## config.mk

```make
export PLATFORM = sky130hd
export DESIGN_NAME = puf_win_cntr
export DESIGN_NICKNAME = d
export VERILOG_FILES = /design/src/rtl/puf_win_cntr.sv
export SDC_FILE = /design/constraint.sdc
export NUM_CORES = 1
export LEC_CHECK = 0
export ABC_CLOCK_PERIOD_IN_PS = 3900
export BUFFER_PORTS_ARGS = -buffer_cell sky130_fd_sc_hd__buf_2
export CAP_MARGIN = 10
export CORE_MARGIN = 2
export CORE_UTILIZATION = 55
export CTS_CLUSTER_DIAMETER = 80
export DETAILED_ROUTE_END_ITERATION = 7
export PLACE_DENSITY = 0.84
export SLEW_MARGIN = 15
export SYNTH_ARGS = -nofsm -noshare
export SYNTH_HDL_FRONTEND = slang
export SYNTH_SLANG_ARGS = --single-unit
export TNS_END_PERCENT = 30
```

## constraint.sdc

```tcl
create_clock -name clk -period 3.9 [get_ports clk]
set_input_delay 0.585 -clock clk [delete_from_list [all_inputs] [get_ports clk]]
set_output_delay 0.585 -clock clk [all_outputs]
set_load 0.01 [all_outputs]
```

## src/rtl/puf_win_cntr.sv

```systemverilog
// ---------------------------------------------------------------------------
// puf_win_cntr
//
// Purpose:
//   Multi-channel windowed event counter for the PUF datapath. After an
//   accepted start it counts per-channel event strobes for a programmable
//   number of clock cycles, then freezes the counts. One response bit per
//   channel pair is derived by unsigned magnitude comparison, and the result
//   is held behind a valid/ready handshake.
//
// Ports:
//   clk        system clock, rising edge
//   rst        asynchronous active-high reset
//   i_start    single-cycle request to start a window (honoured only in IDLE)
//   i_win_len  window length in cycles, latched on an accepted start
//   i_clr      synchronous abort back to IDLE, clears the result
//   i_evt      per-channel event strobes, one event per high cycle
//   i_ready    downstream accepts the result
//   o_busy     high while counting or holding a result
//   o_valid    result valid, held until accepted
//   o_count    frozen counts, channel c at [c*CNT_W +: CNT_W]
//   o_resp     o_resp[k] = count[2k] > count[2k+1]
//   o_tie      o_tie[k]  = count[2k] == count[2k+1]
//   o_sat      per-channel saturation flags
//
// Configuration:
//   PUF_WIN_CNTR_SAT_EN  when defined, channel counters saturate at all-ones
//                        and flag the channel in o_sat; otherwise counters
//                        wrap and o_sat stays 0.
// ---------------------------------------------------------------------------
module puf_win_cntr #(
  parameter int NUM_CH = 4,
  parameter int CNT_W  = 8,
  parameter int WIN_W  = 10
) (
  input  logic                    clk,
  input  logic                    rst,
  input  logic                    i_start,
  input  logic [WIN_W-1:0]        i_win_len,
  input  logic                    i_clr,
  input  logic [NUM_CH-1:0]       i_evt,
  input  logic                    i_ready,
  output logic                    o_busy,
  output logic                    o_valid,
  output logic [NUM_CH*CNT_W-1:0] o_count,
  output logic [NUM_CH/2-1:0]     o_resp,
  output logic [NUM_CH/2-1:0]     o_tie,
  output logic [NUM_CH-1:0]       o_sat
);

  localparam logic [CNT_W-1:0] CNT_ONE = 1;
  localparam logic [WIN_W-1:0] WIN_ONE = 1;

  typedef enum logic [1:0] {
    IDLE  = 2'd0,
    COUNT = 2'd1,
    HOLD  = 2'd2
  } state_t;

  state_t                    r_state;
  state_t                    w_state_nxt;

  logic [WIN_W-1:0]          r_win_len;
  logic [WIN_W-1:0]          r_win_cnt;
  logic [NUM_CH*CNT_W-1:0]   r_cnt;
  logic [NUM_CH-1:0]         r_sat_acc;

  logic [NUM_CH*CNT_W-1:0]   r_count;
  logic [NUM_CH/2-1:0]       r_resp;
  logic [NUM_CH/2-1:0]       r_tie;
  logic [NUM_CH-1:0]         r_sat;
  logic                      r_valid;

  logic [NUM_CH*CNT_W-1:0]   w_cnt_nxt;
  logic [NUM_CH-1:0]         w_sat_nxt;
  logic [NUM_CH/2-1:0]       w_resp;
  logic [NUM_CH/2-1:0]       w_tie;
  logic                      w_accept;
  logic                      w_last;
  logic                      w_handshake;

  // A start with a zero length is dropped so that a window always has at
  // least one sampled cycle and the length-1 compare below cannot underflow.
  assign w_accept    = (r_state == IDLE) && i_start && (i_win_len != '0);
  // The final window cycle is the one whose events are still folded into the
  // frozen result, so the compare is against length-1 on the current count.
  assign w_last      = (r_state == COUNT) && (r_win_cnt == (r_win_len - WIN_ONE));
  assign w_handshake = (r_state == HOLD) && r_valid && i_ready;

  // Next value of every channel counter including this cycle's events. In the
  // saturating build a counter already at all-ones stays there and records
  // that an event was lost; otherwise the counter simply wraps.
  always_comb begin
    w_cnt_nxt = r_cnt;
    w_sat_nxt = r_sat_acc;
    for (int c = 0; c < NUM_CH; c++) begin
      if (i_evt[c]) begin
`ifdef PUF_WIN_CNTR_SAT_EN
        if (r_cnt[c*CNT_W +: CNT_W] == {CNT_W{1'b1}}) begin
          w_sat_nxt[c] = 1'b1;
        end else begin
          w_cnt_nxt[c*CNT_W +: CNT_W] = r_cnt[c*CNT_W +: CNT_W] + CNT_ONE;
        end
`else
        w_cnt_nxt[c*CNT_W +: CNT_W] = r_cnt[c*CNT_W +: CNT_W] + CNT_ONE;
`endif
      end
    end
`ifndef PUF_WIN_CNTR_SAT_EN
    w_sat_nxt = '0;
`endif
  end

  // Pairwise unsigned comparison on the counts as they will be frozen. A tie
  // reports resp=0 and tie=1 so downstream can discard unreliable bits.
  always_comb begin
    w_resp = '0;
    w_tie  = '0;
    for (int k = 0; k < NUM_CH/2; k++) begin
      w_resp[k] = w_cnt_nxt[(2*k)*CNT_W +: CNT_W] > w_cnt_nxt[(2*k+1)*CNT_W +: CNT_W];
      w_tie[k]  = w_cnt_nxt[(2*k)*CNT_W +: CNT_W] == w_cnt_nxt[(2*k+1)*CNT_W +: CNT_W];
    end
  end

  // State register.
  always_ff @(posedge clk or posedge rst) begin
    if (rst) begin
      r_state <= IDLE;
    end else begin
      r_state <= w_state_nxt;
    end
  end

  // Next-state logic. Abort has priority over everything, including a start
  // or a handshake arriving in the same cycle.
  always_comb begin
    w_state_nxt = r_state;
    if (i_clr) begin
      w_state_nxt = IDLE;
    end else begin
      unique case (r_state)
        IDLE:    if (w_accept)    w_state_nxt = COUNT;
        COUNT:   if (w_last)      w_state_nxt = HOLD;
        HOLD:    if (w_handshake) w_state_nxt = IDLE;
        default: w_state_nxt = IDLE;
      endcase
    end
  end

  // Datapath: window/channel counters while counting, and the frozen result
  // registers. The result is only written on the last window cycle, so it is
  // stable throughout HOLD and after the handshake until the next window ends.
  always_ff @(posedge clk or posedge rst) begin
    if (rst) begin
      r_win_len <= '0;
      r_win_cnt <= '0;
      r_cnt     <= '0;
      r_sat_acc <= '0;
      r_count   <= '0;
      r_resp    <= '0;
      r_tie     <= '0;
      r_sat     <= '0;
      r_valid   <= 1'b0;
    end else if (i_clr) begin
      r_count   <= '0;
      r_resp    <= '0;
      r_tie     <= '0;
      r_sat     <= '0;
      r_valid   <= 1'b0;
    end else begin
      unique case (r_state)
        IDLE: begin
          if (w_accept) begin
            r_win_len <= i_win_len;
            r_win_cnt <= '0;
            r_cnt     <= '0;
            r_sat_acc <= '0;
          end
        end
        COUNT: begin
          r_cnt     <= w_cnt_nxt;
          r_sat_acc <= w_sat_nxt;
          r_win_cnt <= r_win_cnt + WIN_ONE;
          if (w_last) begin
            r_count <= w_cnt_nxt;
            r_resp  <= w_resp;
            r_tie   <= w_tie;
            r_sat   <= w_sat_nxt;
            r_valid <= 1'b1;
          end
        end
        HOLD: begin
          if (w_handshake) begin
            r_valid <= 1'b0;
          end
        end
        default: begin
          r_valid <= 1'b0;
        end
      endcase
    end
  end

  assign o_busy  = (r_state == COUNT) || (r_state == HOLD);
  assign o_valid = r_valid;
  assign o_count = r_count;
  assign o_resp  = r_resp;
  assign o_tie   = r_tie;
  assign o_sat   = r_sat;

endmodule

```

==> out/results.ini, run 1 <==
[finish]
stdcell_count = 654
final_util_pct = 63.72
fillers = 720
area_growth_pct = 12.35
design_area_um2 = 5557
nNetsFinal = 586
insertedDiodeCount = 0
drive_above_1_share_pct = 18.50
multi_input_comb_area_um2 = 2521
ff_latch_area_um2 = 2277

[synth]
netlist_instances = 490
avgSynthCellArea_um2 = 10.09
ys_async_sr_fraction_pct = 100.0
synth_edf_count = 0
yosysWarnings = 0
seq_area_frac_synth_pct = 46.04
synth_area_um2 = 4946
ys_ff_latch = 91
synth_cell_type_count = 52
ys.flop_type = dfrtp_1

[floorplanning]
fp.dieW_um = 98.83
fp.dieArea_um2 = 9767
rows = 34
core_area_um2 = 8721
start_util_pct = 56.71
io_pins = 61
die_y_um = 98.83

[worst_setup_path]
cp.required_ns = 4.19
cp-end-kind = register
worstSetupPathType = reg -> reg
r2r_setup_slack_ns = 0.78
cp_max_fo = 16
startpoint = r_win_len[0]$_DFFE_PP0P_
crit_chain = or3_1 -> o31a_1 -> or4_4 -> a2111o_1 -> nor3_4 -> a22o_1
rr_worst_depth = 6
reg2reg_from = r_win_len[0]$_DFFE_PP0P_
crit_arrival_ns = 3.41
start_kind = register
critPathMaxStageDelay_ns = 0.63
slowest_stage = nor3_4
reg2reg_to = o_count[8]$_DFFE_PP0P_

[place]
portBuffers = 56
dpl.cell_count = 638
place_hpwl_um = 8160
dpl_cell_area_um2 = 5328
gp_congestion = 0.8994

[timing]
hold_ws_ns = 0.3640
hold_violations = 0
tns_ns = 0
finalSetupViolCount = 0
rsz0062_at_grt = false
max_freq_mhz = 320.7
finClkSkew_ns = 0.01069
min_period_over_period_pct = 79.96
slew_viol_final = 0
tightest_slew_ns = 0.7654
relSlewSlack_pct = 48.98
period_needed_ns = 3.118

[route]
dr_wl_met2_um = 5610
firstDrtPassIters = 5
top_layer_used = met4
wirelength_um = 11610
drt-vias-per-instance = 6.162
drt_iter0_drc = 274
wl_per_cell_um = 17.75
antenna_left = 0
vias = 4030
wl_met3_um = 574
wirelength_met1_um = 5309
route.detailed.drc = 0

[pwr]
ir_worst_vdd_mv = 0.2337
power.leakage_nw = 2.531
power_density_nw_per_um2 = 487.5

[global_route]
grt_pass1_wl_um = 19140
grt_max_degree = 62
grt-ovfl-total = 0
antenna_found_initial = 0
track_usage_pct = 24.50
grt_pass1_vias = 3924

[clocking]
cts_sinks = 91
cts.clk_slew.worst_paths_ns = 0.08
clock_latency_ns = 0.36
post_cts_buffers = 0
post_cts_resized = 0
cts_tree = built
htreeDepth = 3
ctsHoldBuffers = 0
cts_buffer_depth = 2
cts_buffers = 9
ctsRootBufferMaster = clkbuf_8

[min_path]
hold_class = in -> async

[run]
maxCapViolCount = 0

[outcome]
outcome = complete, no violations

==> worst max-delay path by stage <==
| stage | end |
|---|---|
| finish | o_count[8]$_DFFE_PP0P_ |
| global route | o_count[1]$_DFFE_PP0P_ |
| floorplan | o_count[0]$_DFFE_PP0P_ |
| global placement | o_count[1]$_DFFE_PP0P_ |
| CTS | o_count[8]$_DFFE_PP0P_ |
| detailed placement | o_count[19]$_DFFE_PP0P_ |
==> report_power, final <==
group / internal [W] / switching [W] / total, W
Sequential: 0.00103 / 0.000147 / 0.00118
Combinational: 0.000326 / 0.000479 / 0.000805
Clock: 0.000396 / 0.000327 / 0.000722
Total: 0.00176 / 0.000952 / 0.00271
==> stage by stage <==
step	power (W)	setup WS, ns
after floorplan	0.001759	0.9514
after global placement	0.001940	0.9315
after detailed placement	0.001980	0.8301
after CTS	0.002710	0.7960
after global routing	0.002857	0.6108
final	0.002709	0.7816
==> cell families (layout without fill, tap and decap cells) <==
family	Yosys count	in the layout	share of synthesized area, %
buffers and inverters	40	93	3.440
xor gates and xnor gates	45	45	7.969
adders and majority gates	26	26	6.577
DFF	91	91	46.04
other	1	4	0.07582
and+or+nand+nor	158	158	16.11
AOI/OAI and AO/OA	115	115	16.65
muxes	14	14	3.137
==> registers in the layout, indices dropped and copies added (netlist names) <==
signal     flops
r_state        2
o_resp         2
o_count       32
r_win_cnt     10
o_tie          2
r_win_len     10
r_cnt         32
o_valid        1
==> cell type report <==
class                      instances  area share, %
clock buffer                      12          2.792
clock inverter                     4          1.306
inverter                          12         0.8557
multi-input combinational        362          45.37
sequential                        91          40.98
tap                              108          2.432
timing repair buffer              65          6.260
==> cell usage after synthesis (2+ instances only) <==
cell type / number / share of area [%]
a211o_1: 2 / 0.35
a21oi_1: 11 / 1.1
a22o_1: 17 / 3.0
and3_1: 4 / 0.51
and4_1: 2 / 0.35
buf_2: 4 / 0.40
buf_4: 4 / 0.61
clkbuf_1: 19 / 1.4
dfrtp_1: 91 / 46
ha_1: 26 / 6.6
inv_1: 12 / 0.91
mux2_2: 12 / 2.7
mux2i_1: 2 / 0.40
nand2_1: 60 / 4.6
nand2b_1: 4 / 0.51
nand3_1: 14 / 1.4
nand4_1: 17 / 2.2
nor2_1: 23 / 1.7
nor2b_1: 5 / 0.63
nor3_1: 10 / 1.0
nor3b_1: 2 / 0.30
nor4_1: 2 / 0.25
o21a_1: 4 / 0.61
o21ai_0: 31 / 3.1
o22ai_1: 2 / 0.25
o2bb2ai_1: 18 / 3.2
o31a_1: 2 / 0.35
o31ai_1: 18 / 2.7
or3_1: 2 / 0.25
or4_1: 5 / 0.76
xnor2_1: 26 / 4.6
xor2_1: 19 / 3.4
==> critical path, delay by kind of cell, from the launching register on <==
family,cells,cell delay (ns)
flip-flops,1,0.45
AND/OR/NAND/NOR,3,1.54
AO/OA/AOI/OAI,3,1.06
==> metal layers <==
layer | up-vias | track usage [%]
met3 | 12 | 5.177
met5 | - | 0
met4 | 0 | 5.901
met1 | 2018 | 33.91
li1 | 1873 | -
met2 | 127 | 39.92
==> placed cells by master, fill, tap and decap left out, types with 18 or more instances in the layout <==
master     count
nand2_1       60
xnor2_1       26
dfrtp_1       91
ha_1          26
o31ai_1       18
nor2_1        23
o2bb2ai_1     18
xor2_1        19
buf_2         56
o21ai_0       30
No activity file was read; power rests on OpenSTA's default activity.
==> run 2: changes to the inputs <==
--- a/config.mk
+++ b/config.mk
@@ -5,7 +5,7 @@
 export SDC_FILE = /design/constraint.sdc
 export NUM_CORES = 1
 export LEC_CHECK = 0
-export ABC_CLOCK_PERIOD_IN_PS = 3900
+export ABC_CLOCK_PERIOD_IN_PS = 3200
 export BUFFER_PORTS_ARGS = -buffer_cell sky130_fd_sc_hd__buf_2
 export CAP_MARGIN = 10
 export CORE_MARGIN = 2
==> constraint.sdc (replaced) <==
create_clock -name clk -period 3.2 [get_ports clk]
set_input_delay 0.48 -clock clk [delete_from_list [all_inputs] [get_ports clk]]
set_output_delay 0.48 -clock clk [all_outputs]
set_load 0.01 [all_outputs]
==> out/results.ini, run 2 (same netlist as run 1, synthesis figures left out) <==
[outcome]
outcome = complete, no violations

[timing]
min_period_over_period_pct = 93.38  ; +13 points
period_needed_ns = 2.988  ; -0.1304 ns
relSlewSlack_pct = 54.32  ; +5.3 points
tns_ns = 0  ; unchanged
tightest_slew_ns = 0.6794  ; -0.08601 ns
rsz0062_at_grt = false
finClkSkew_ns = 0.01249  ; +0.001797 ns
hold_ws_ns = 0.2131  ; -0.1509 ns
finalSetupViolCount = 0  ; unchanged
slew_viol_final = 0  ; unchanged
max_freq_mhz = 334.7  ; +4.4%
hold_violations = 0  ; unchanged

[global_route]
track_usage_pct = 24.51  ; about the same
grt_pass1_vias = 3976  ; +1.3%
grt-ovfl-total = 0  ; unchanged
grt_max_degree = 92  ; +48%
antenna_found_initial = 0  ; unchanged
grt_pass1_wl_um = 19150  ; about the same

[worst_setup_path]
worstSetupPathType = reg -> reg
cp.required_ns = 3.48  ; -0.71 ns
slowest_stage = a2111o_1
critPathMaxStageDelay_ns = 0.55  ; -0.08 ns
cp-end-kind = register
crit_chain = inv_1 -> ha_1 -> nor4b_2 -> xnor2_1 -> or4_4 -> a2111o_1 -> or4b_1 -> a21oi_1
crit_arrival_ns = 3.27  ; -0.14 ns
cp_max_fo = 7  ; -9
start_kind = register

[clocking]
cts.clk_slew.worst_paths_ns = 0.08  ; about the same
post_cts_resized = 0  ; unchanged
cts_buffer_depth = 2  ; unchanged
cts_sinks = 91  ; unchanged
ctsRootBufferMaster = clkbuf_8
htreeDepth = 3  ; unchanged
post_cts_buffers = 0  ; unchanged
clock_latency_ns = 0.36  ; about the same
cts_buffers = 9  ; unchanged
ctsHoldBuffers = 0  ; unchanged
cts_tree = built

[floorplanning]
core_area_um2 = 8721  ; unchanged
fp.dieW_um = 98.83  ; unchanged
io_pins = 61  ; unchanged
die_y_um = 98.83  ; unchanged
fp.dieArea_um2 = 9767  ; unchanged
rows = 34  ; unchanged
start_util_pct = 56.71  ; unchanged

[place]
gp_congestion = 0.9175  ; +2.0%
place_hpwl_um = 8347  ; +2.3%
portBuffers = 56  ; unchanged
dpl.cell_count = 640  ; +0.31%

[route]
route.detailed.drc = 0  ; unchanged
wirelength_um = 11560  ; -0.44%
drt-vias-per-instance = 6.060  ; -1.7%
drt_iter0_drc = 278  ; +1.5%
firstDrtPassIters = 5  ; unchanged
antenna_left = 0  ; unchanged
vias = 3969  ; -1.5%
wl_per_cell_um = 17.65  ; -0.59%

[run]
maxCapViolCount = 0  ; unchanged

[pwr]
total_power_w = 0.003283  ; +21%
power.leakage_nw = 2.538  ; +0.27%
ir_worst_vdd_mv = 0.3047  ; +30%
power_density_nw_per_um2 = 589.5  ; +21%

[finish]
area_growth_pct = 12.60
insertedDiodeCount = 0  ; unchanged
final_cell_mix = dfrtp_1, nand2_1, buf_2, o21ai_0
final_common_cell = dfrtp_1
nNetsFinal = 588  ; +0.34%
stdcell_count = 655  ; +0.15%
drive_above_1_share_pct = 18.83  ; +0.33 points

[min_path]
hold_class = in -> async

[run 2: cell count changes in the layout (fill, tap and decap cells not counted)]
cell      delta
buf_12       +1
buf_4        +1
clkbuf_1     -1
clkbuf_8     -2
clkinv_2     +1
clkinv_4     +1
inv_4        -1
inv_6        +1
[run 2: path summary, 6_finish.rpt]
check | start | to | slack [ns] | depth (start not counted)
worst max-delay path | r_win_len[0]$_DFFE_PP0P_ | o_valid$_DFFE_PP0P_ | 0.21 | 8
worst min-delay path | rst | r_cnt[11]$_DFFE_PP0P_ | 0.21 | 3
worst max register to register | r_win_len[0]$_DFFE_PP0P_ | o_valid$_DFFE_PP0P_ | 0.21 | 8
worst min register to register | o_count[28]$_DFFE_PP0P_ | o_count[28]$_DFFE_PP0P_ | 0.49 | 1
max in group asynchronous | rst | r_cnt[3]$_DFFE_PP0P_ | 2.62 | 3
min in group clk | i_win_len[3] | r_win_len[3]$_DFFE_PP0P_ | 0.36 | 2
[run 2: metal layers]
layer  vias up  track usage [%]  share of wire (%)
met5         -                0                  0
met4         0            7.798                2.0
met3        18            5.319                5.8
met2       143            39.71                 47
met1      1929            33.16                 45
li1       1879                -                  -
[run 2: power by group]
part	leakage, nW	internal [W]	total, W	switching (W)
Combinational	1.19	0.000400	0.00100	0.000602
Clock	0.106	0.000438	0.000836	0.000398
Sequential	1.24	0.00126	0.00144	0.000183
[run 2: final cells by class]
type / instances / area [µm²]
clock buffer: 9 / 123.9
clock inverter: 6 / 90.09
fill: 689 / 3152
inverter: 12 / 46.29
multi-input combinational: 362 / 2521
sequential: 91 / 2277
tap: 108 / 135.1
timing repair buffer: 67 / 375.4
[run 2: through the flow]
| stage | instance area (µm²) | setup WS (ns) | utilization [%] |
|---|---|---|---|
| final | 5569 | 0.2120 | 63.86 |
| after global routing | 5569 | 0.07644 | 63.86 |
| after floorplan | 4957 | 0.3564 | - |
| after CTS | 5569 | 0.2231 | 63.86 |
| after detailed placement | 5355 | 0.2395 | 61.41 |
| after global placement | 5355 | 0.3468 | 61.41 |
[run 2: critical path, delay by kind of cell, from the launching register on]
kind                     cells  cell delay [ns]
AND/OR/NAND/NOR              3             1.30
XOR/XNOR                     1             0.12
AO/OA/AOI/OAI                2             0.71
adder cells (fa/ha/maj)      1             0.21
flip-flops                   1             0.46
buffers and inverters        1             0.12
